**config.mk**
```make
export PLATFORM = sky130hd
export DESIGN_NAME = cr_clic_kid_bank
export DESIGN_NICKNAME = d
export VERILOG_FILES = /design/src/rtl/cr_clic_kid_bank.sv
export SDC_FILE = /design/constraint.sdc
export NUM_CORES = 1
export LEC_CHECK = 0
export CAP_MARGIN = 5
export CORE_MARGIN = 4
export CORE_UTILIZATION = 45
export CTS_BUF_LIST = sky130_fd_sc_hd__clkbuf_8
export CTS_CLUSTER_DIAMETER = 80
export DETAILED_ROUTE_END_ITERATION = 7
export GPL_TIMING_DRIVEN = 0
export PLACE_DENSITY = 0.65
export SLEW_MARGIN = 20
export SYNTH_ARGS = -nofsm -noshare
export SYNTH_HDL_FRONTEND = slang
export SYNTH_SLANG_ARGS = --single-unit
```
**constraint.sdc**
```tcl
create_clock -name sample_cpuclk -period 33.5 [get_ports sample_cpuclk]
set_input_delay 6.7 -clock sample_cpuclk [delete_from_list [all_inputs] [get_ports sample_cpuclk]]
set_output_delay 6.7 -clock sample_cpuclk [all_outputs]
set_load 0.005 [all_outputs]
```
**src/rtl/cr_clic_kid_bank.sv**
```systemverilog
// rtl/cr_clic_kid_bank.sv - bank of CLIC interrupt sources with per-channel trigger modes
// and a registered max-priority pre-arbiter feeding the CLIC core.
module cr_clic_kid_bank #(
  parameter int NUM_INT     = 16,
  parameter int IDW         = 4,
  parameter int CLICINTBITS = 3,
  parameter int SYNC_STAGES = 2
) (
  input  logic                   sample_cpuclk,
  input  logic                   cpurst_b,
  input  logic [NUM_INT-1:0]     pad_clic_int_vld,
  input  logic                   reg_wr_vld,
  input  logic [IDW-1:0]         reg_wr_idx,
  input  logic [1:0]             reg_wr_sel,
  input  logic [7:0]             reg_wr_data,
  input  logic [IDW-1:0]         reg_rd_idx,
  output logic [31:0]            reg_rd_data,
  input  logic                   arb_kid_ack,
  input  logic [IDW-1:0]         arb_kid_ack_id,
  output logic                   kid_arb_int_req,
  output logic [IDW-1:0]         kid_arb_int_id,
  output logic [CLICINTBITS-1:0] kid_arb_int_prio,
  output logic [NUM_INT-1:0]     kid_xx_ip,
  output logic [NUM_INT-1:0]     kid_xx_ie
);

  localparam logic [1:0] SEL_IP      = 2'd0;
  localparam logic [1:0] SEL_IE      = 2'd1;
  localparam logic [1:0] SEL_ATTR    = 2'd2;
  localparam logic [1:0] SEL_CTL     = 2'd3;
  localparam logic [1:0] TRIG_LVL_HI = 2'b00;
  localparam logic [1:0] TRIG_RISE   = 2'b01;
  localparam logic [1:0] TRIG_LVL_LO = 2'b10;
  localparam logic [1:0] TRIG_FALL   = 2'b11;
  localparam logic [7:0] CTL_LOW_ONES = 8'hFF >> CLICINTBITS;

  logic [NUM_INT-1:0]     s;
  logic [NUM_INT-1:0]     s_ff_q;
  logic [NUM_INT-1:0]     rise;
  logic [NUM_INT-1:0]     fall;
  logic [NUM_INT-1:0]     wr_hit;
  logic [NUM_INT-1:0]     ack_hit;
  logic [NUM_INT-1:0]     cand;
  logic [NUM_INT-1:0]     ip_q, ip_d;
  logic [NUM_INT-1:0]     ie_q, ie_d;
  logic [1:0]             attr_q [NUM_INT];
  logic [1:0]             attr_d [NUM_INT];
  logic [CLICINTBITS-1:0] prio_q [NUM_INT];
  logic [CLICINTBITS-1:0] prio_d [NUM_INT];
  logic                   req_q, req_d;
  logic [IDW-1:0]         id_q, id_d;
  logic [CLICINTBITS-1:0] win_prio_q, win_prio_d;
  logic                   unused_wr_data;

  assign unused_wr_data = ^reg_wr_data;

  generate
    if (SYNC_STAGES == 0) begin : g_nosync
      assign s = pad_clic_int_vld;
    end else begin : g_sync
      logic [NUM_INT-1:0] sync_q [SYNC_STAGES];
      always_ff @(posedge sample_cpuclk or negedge cpurst_b) begin
        if (!cpurst_b) begin
          for (int k = 0; k < SYNC_STAGES; k++) sync_q[k] <= '0;
        end else begin
          sync_q[0] <= pad_clic_int_vld;
          for (int k = 1; k < SYNC_STAGES; k++) sync_q[k] <= sync_q[k-1];
        end
      end
      assign s = sync_q[SYNC_STAGES-1];
    end
  endgenerate

  assign rise = s & ~s_ff_q;
  assign fall = ~s & s_ff_q;
  assign cand = ip_q & ie_q;

  // Out-of-range indices match no channel, so such writes and acks fall away here.
  always_comb begin
    wr_hit  = '0;
    ack_hit = '0;
    for (int i = 0; i < NUM_INT; i++) begin
      wr_hit[i]  = reg_wr_vld && (reg_wr_idx == IDW'(i));
      ack_hit[i] = arb_kid_ack && (arb_kid_ack_id == IDW'(i));
    end
  end

  always_comb begin
    ip_d   = ip_q;
    ie_d   = ie_q;
    attr_d = attr_q;
    prio_d = prio_q;
    for (int i = 0; i < NUM_INT; i++) begin
      if (wr_hit[i] && reg_wr_sel == SEL_ATTR) begin
        ip_d[i] = 1'b0;
      end else begin
        case (attr_q[i])
          TRIG_LVL_HI: ip_d[i] = s[i];
          TRIG_LVL_LO: ip_d[i] = ~s[i];
          default: begin
            // Edge beats software write and ack so a coincident edge is never lost.
            if ((attr_q[i] == TRIG_RISE && rise[i]) || (attr_q[i] == TRIG_FALL && fall[i]))
              ip_d[i] = 1'b1;
            else if (wr_hit[i] && reg_wr_sel == SEL_IP)
              ip_d[i] = reg_wr_data[0];
            else if (ack_hit[i])
              ip_d[i] = 1'b0;
          end
        endcase
      end
      if (wr_hit[i]) begin
        case (reg_wr_sel)
          SEL_IE:   ie_d[i]   = reg_wr_data[0];
          SEL_ATTR: attr_d[i] = reg_wr_data[1:0];
          SEL_CTL:  prio_d[i] = reg_wr_data[7 -: CLICINTBITS];
          default:  ;
        endcase
      end
    end
  end

  // Strictly-greater compare keeps the lowest index on priority ties.
  always_comb begin
    req_d      = 1'b0;
    id_d       = '0;
    win_prio_d = '0;
    for (int i = 0; i < NUM_INT; i++) begin
      if (cand[i] && (!req_d || prio_q[i] > win_prio_d)) begin
        req_d      = 1'b1;
        id_d       = IDW'(i);
        win_prio_d = prio_q[i];
      end
    end
  end

  always_comb begin
    reg_rd_data = '0;
    for (int i = 0; i < NUM_INT; i++) begin
      if (reg_rd_idx == IDW'(i))
        reg_rd_data = {(8'(prio_q[i]) << (8 - CLICINTBITS)) | CTL_LOW_ONES,
                       6'b0, attr_q[i], 7'b0, ie_q[i], 7'b0, ip_q[i]};
    end
  end

  always_ff @(posedge sample_cpuclk or negedge cpurst_b) begin
    if (!cpurst_b) begin
      s_ff_q     <= '0;
      ip_q       <= '0;
      ie_q       <= '0;
      req_q      <= 1'b0;
      id_q       <= '0;
      win_prio_q <= '0;
      for (int i = 0; i < NUM_INT; i++) begin
        attr_q[i] <= '0;
        prio_q[i] <= '0;
      end
    end else begin
      s_ff_q     <= s;
      ip_q       <= ip_d;
      ie_q       <= ie_d;
      req_q      <= req_d;
      id_q       <= id_d;
      win_prio_q <= win_prio_d;
      attr_q     <= attr_d;
      prio_q     <= prio_d;
    end
  end

  assign kid_arb_int_req  = req_q;
  assign kid_arb_int_id   = id_q;
  assign kid_arb_int_prio = win_prio_q;
  assign kid_xx_ip        = ip_q;
  assign kid_xx_ie        = ie_q;

endmodule

```
# --- Word level (Yosys, flattened, before mapping) ---
# Index checks and enable logic that the tools add are counted.
word_totals:
  regBits: 168
  latch_bits: 0
  ram_bits: 0
  mem_bits_ro: 0
  input_bits: 42
  out_inout_bits: 72
  word_cells: 586
  memories: 0
classes:
  addsub: 0
  multipliers: 0
  div: 0
  order_cmp: 15
  n_eq_ne: 96
  shift: 0
  mux: 143
  n_bitwise: 21
  reduce_logical: 241
op_table:
  columns: ["cell", "count"]
  rows:
  - ["$mux 32", 16]
  - ["$logic_and 1x1->1", 111]
  - ["$eq 4x4->1 const B", 24]
  - ["$reduce_and 2->1", 48]
  - ["$reduce_bool 6->1", 16]
  - ["$mux 1", 81]
  - ["$eq 2x2->1 const B", 34]
  - ["$mux 3", 20]
  - ["$and 16x16->16", 3]
  - ["$eq 4x3->1 const B", 12]
  - ["$gt 3x3->1", 15]
  - ["$eq 2x1->1 const B", 17]
  - ["$logic_not 2->1", 17]
  - ["$mux 4", 8]
  - ["$not 16->16", 2]
  - ["$pmux 1 s2", 16]
  - ["$logic_or 1x1->1", 31]
  - ["$eq 4x2->1 const B", 6]
  - ["$not 1->1", 16]
  - ["$logic_not 1->1", 15]
  - ["$eq 4x1->1 const B", 3]
  - ["$logic_not 4->1", 3]
  - ["$mux 2", 2]

# --- Depth between registers and ports, before layout ---
logic_depth:
  word_depth: 62
  ltp_mapped: 112
  ltp_nobuf: 110

# --- Worst setup path after synthesis ---
# No wires, ideal clock.
synth_path:
  path_type: "flip-flop to flip-flop"
  from: "register ip_q[0], in the netlist kid_xx_ip[0]"
  to: "register win_prio_q[1], in the netlist kid_arb_int_prio[1]"
  setup_ns: 0.120
  arrival_time_ns: 20.046
  slack_ns: 13.334
  stages_incl_launch_ff: 104
  cell_sequence: "dfrtp_1 > and2_2 > nand2_1 > ha_1 > and3b_1 > o21a_1 > a21o_1 > and2_1 > ha_1 > and3_1 > a211o_1 > and2_0 > clkbuf_1 > a31o_1 > ha_1 > a21oi_1 > a32oi_1 > o21ba_2 > [... 68 more ...] > a31oi_1 > o21bai_1 > or3b_1 > o21ai_0 > ha_1 > nor2b_1 > o21a_1 > o21ai_0 > a21oi_1 > and2_1 > a21oi_1 > ha_1 > a21o_1 > a21oi_1 > a31oi_1 > o21bai_1 > mux2_2 > a31o_1"
synth_via:
  elab_chain_cells: 62
synth_lines:
  columns: ["element", "line", "rtl"]
  rows:
  - ["start, declared", "44", "logic [NUM_INT-1:0] ip_q, ip_d;"]
  - ["start signal, assigned", "159", "ip_q <= ip_d;"]
  - ["$and 16x16->16 *", "76", "assign cand = ip_q & ie_q;"]
  - ["$mux 3 / $mux 1 (equally long branches)", "128", "if (cand[i] && (!req_d || prio_q[i] > win_prio_d)) begin"]
  - ["$gt 3x3->1 / $logic_not 1->1 (equally long branches)", "128", null]
  - ["$logic_or 1x1->1", "128", null]
  - ["$logic_and 1x1->1", "128", null]
  - ["$mux 3 / $mux 1 (equally long branches)", "128", null]
  - ["$gt 3x3->1 / $logic_not 1->1 (equally long branches)", "128", null]
  - ["$logic_or 1x1->1", "128", null]
  - ["[... 47 more ...]", null, null]
  - ["$logic_or 1x1->1", "128", null]
  - ["$logic_and 1x1->1", "128", null]
  - ["$mux 3 / $mux 1 (equally long branches)", "128", null]
  - ["$gt 3x3->1 / $logic_not 1->1 (equally long branches)", "128", null]
  - ["$logic_or 1x1->1", "128", null]
  - ["$logic_and 1x1->1", "128", null]
  - ["$mux 3 *", "128", null]
  - ["named net win_prio_d[1]", "52", "logic [CLICINTBITS-1:0] win_prio_q, win_prio_d;"]
  - ["end signal, assigned", "163", "win_prio_q <= win_prio_d;"]
  - ["end, declared", "52", null]
# The timed path passes the listed nets; every way through them passes the cells marked *.
# A chain may end at the register's enable or synchronous reset.

# --- Worst setup path in the final report ---
# Ends and elaborated chain as after synthesis.

==> impl_metrics.csv <==
group,metric,value,unit
outcome,run_status,"complete, no violations",
clock_tree,cts_buffers,17,
synth,yosysWarnings,0,
timing,max_slew_margin,22.75,%
placed_design,gp_congestion,0.9196,
timing,hold_viol,0,
synth,syn-instance-count,1059,
synth,yosysTopAreaCellShare,42.33,%
route,dr.first_iter.drc_count,792,
setup_path,reg2regPathDepth,103,
setup_path,cp_max_fo,10,
synth,synth_edf_count,0,
route,route.vias.total,8552,
setup_path,slowest_stage,"o21ai_1",
route,via_per_inst,5.794,
min_path,holdPathStages,0,
power,power_density,54.83,nW/um^2
synth,postSynthAreaPerCell,9.379,um^2
floorplan,dieArea,24510,um^2
setup_path,reg2reg_to,"kid_arb_int_prio[1]",
cells_and_area,finalCoreUtilization,53.55,%
synth,synth-async-reset-ratio,100.0,%
route,wl_per_cell,19.50,um
synth,synth.area.top_cells,"dfrtp_1, mux2_2, nand2_1",
synth,netlist_area,9932,um^2
clock_tree,cts_setup_buffers,0,
synth,ys_ff_latch,168,
clock_tree,root_buffer,"clkbuf_8",
global_route,antenna_found_initial,2,
job,maxCapViolCount,0,
floorplan,fp.dieH,156.6,um
setup_path,crit_top_cell,"ha_1",
setup_path,cp_num_cells,103,
clock_tree,cts.path.max_buffers,2,
timing,slew_viol_final,0,
synth,yosysTopAreaCell,"dfrtp_1",
cells_and_area,n_antenna_cell,0,
synth,ys.flop_type,"dfrtp_1",
setup_path,endpoint_kind,"flip-flop",
synth,ys_seq_area_share,42.33,%
clock_tree,cts.sink_count,168,
floorplan,core_area,21760,um^2
setup_path,r2r_start,"kid_xx_ip[0]",
synth,synth_cell_type_count,75,
timing,min_period,23.50,ns
placed_design,post-dp-hpwl,21960,um
min_path,hp-start,"g_sync.sync_q[17]",
setup_path,reg2reg_slack,10.00,ns
clock_tree,cts_resized,0,
setup_path,max_stage_delay,0.59,ns
global_route,grt_overflow_total,0,
floorplan,fp-row-count,54,
floorplan,die_w,156.6,um
setup_path,crit_family,"compound AO/OA/AOI/OAI gates",
min_path,hold_path_class,"reg -> reg",
route,drc_errors,0,
min_path,hold_end,"s[1]",
route,firstDrtPassIters,6,
setup_path,startpoint_type,"flip-flop",
global_route,grt_max_degree,99,
timing,finalSetupViolCount,0,
timing,skew,0.01278,ns
clock_tree,clock_latency,0.47,ns
timing,max_freq,42.56,MHz
timing,rsz0062_at_grt,"no",
power,max-vdd-ir-drop,0.03775,mV
route,routed_wl,28780,um
floorplan,initial_core_util,45.65,%
route,ant_nets,0,
clock_tree,htree_levels,4,
cells_and_area,nFillCells,2016,
clock_tree,clk_pin_slew_worst_paths,0.10,ns
global_route,grt_use_total,23.61,%
floorplan,ios,114,
setup_path,cp.arrival,23.86,ns
global_route,grt_pass1_wl,45400,um
setup_path,critPathKind,"reg -> reg",
cells_and_area,area_growth,17.31,%
clock_tree,ctsHoldBuffers,0,
clock_tree,cts_tree,"done",
cells_and_area,nNetsFinal,1263,
cells_and_area,drive_gt1_share,12.79,%
timing,setup_tns,0,ns
setup_path,crit_required,33.86,ns
timing,worstMarginPinSlew,1.148,ns
setup_path,crit_buf_inv,5,
power,leakage,5.119,nW
global_route,grt_pass1_vias,8189,
timing,period_share,70.14,%
placed_design,io_buffers,81,
-- where the power goes --
part | switching, mW | internal (mW) | total (mW)
Combinational | 0.110 | 0.105 | 0.216
Sequential | 0.0335 | 0.230 | 0.264
Clock | 0.0883 | 0.0712 | 0.160
-- synth_stat cells, types with 3 or more instances --
library cell / instances
and2_1: 8
a2111oi_0: 4
or2_2: 4
nand2b_1: 22
a222oi_1: 4
o31ai_1: 17
o21ai_1: 6
a31o_1: 3
o221ai_1: 8
nor2_1: 61
maj3_1: 3
a211o_1: 3
a21oi_1: 68
nand3_1: 18
clkbuf_1: 33
o22ai_1: 4
o21ai_0: 94
mux2_2: 64
mux2_4: 4
mux2i_1: 15
o211ai_1: 8
nor3_1: 13
nor4_1: 3
a31o_2: 3
buf_4: 25
nand3b_1: 7
nor2b_1: 16
nand2_1: 130
ha_1: 38
and3_1: 18
o21a_1: 4
inv_1: 51
dfrtp_1: 168
a22oi_1: 9
buf_1: 4
a31oi_1: 33
o21bai_1: 4
a211oi_1: 18
a32oi_1: 6
a21o_1: 5
a21boi_0: 8
mux4_2: 6
-- routing by layer --
| metal | part of all wire [%] | track usage (%) | vias to the layer above |
|---|---|---|---|
| met4 | 2.8 | 8.223 | 4 |
| met3 | 6.4 | 4.563 | 62 |
| li1 | - | - | 4065 |
| met5 | 0.087 | 0 | - |
| met1 | 43 | 32.15 | 4126 |
| met2 | 47 | 37.88 | 295 |
-- registers in the layout, summed over array words and instances (netlist names), 4 cells and up --
| signal | cells |
|---|---|
| kid_xx_ip | 16 |
| s_ff_q | 16 |
| g_sync.sync_q | 16 |
| s | 16 |
| prio_q | 48 |
| attr_q | 32 |
| kid_arb_int_id | 4 |
| kid_xx_ie | 16 |
-- cell families after synthesis --
| group | Yosys count | synth area share, % |
|---|---|---|
| and+or+nand+nor | 315 | 14.90 |
| AOI/OAI and AO/OA | 328 | 21.24 |
| buffers and inverters | 115 | 5.366 |
| DFF | 168 | 42.33 |
| adders and majority gates | 41 | 5.089 |
| muxes | 90 | 11.00 |
| other | 2 | 0.07561 |
-- worst max path at each step --
stage            startpoint                   to  slack, ns
2_1_floorplan  kid_xx_ip[0]  kid_arb_int_prio[1]      13.33
3_3_place_gp   kid_xx_ip[0]  kid_arb_int_prio[1]      10.67
3_5_place_dp   kid_xx_ip[0]  kid_arb_int_prio[1]      10.32
4_1_cts        kid_xx_ip[0]  kid_arb_int_prio[1]      10.20
5_1_grt        kid_xx_ip[0]  kid_arb_int_prio[1]       8.02
6_report       kid_xx_ip[0]  kid_arb_int_prio[1]      10.00
-- cell usage in the layout (no fill, tap or decap), types with 17 or more instances in the layout --
master             n
o31ai_1           17
nand2_1          130
buf_4             25
nand3_1           18
nand2b_1          22
mux2_2            64
o21ai_0           94
conb_1            25
inv_1             51
clkbuf_1          33
a21oi_1           68
clkdlybuf4s50_1   80
nor2_1            61
clkbuf_8          17
and3_1            18
a31oi_1           33
ha_1              38
dfrtp_1          168
a211oi_1          18
-- stage by stage --
| stage | cell area [um^2] | std cells | hold WS, ns | worst slack (ns) | total power, mW |
|---|---|---|---|---|---|
| floorplan | 10020 | 1082 | 0.3312 | 13.33 | 0.3988 |
| global placement | 11180 | 1443 | 0.3323 | 10.67 | 0.4747 |
| detailed placement | 11210 | 1444 | 0.3347 | 10.32 | 0.4807 |
| CTS | 11650 | 1476 | 0.3499 | 10.20 | 0.6423 |
| global route | 11650 | 1476 | 0.3660 | 8.018 | 0.6836 |
| finish | 11650 | 1476 | 0.3475 | 10.00 | 0.6388 |
-- layout make-up --
cell class	instances	area, um^2	area share [%]
repair buffers	82	843.3	7.238
flip-flops and latches	168	4204	36.08
multi-input cells	799	5281	45.33
plain buffers	63	337.8	2.899
inverters	52	195.2	1.675
well taps	280	350.3	3.007
clock inverters	15	205.2	1.761
clock buffers	17	234.0	2.008
Note: power is estimated with default switching activity, not from simulation.
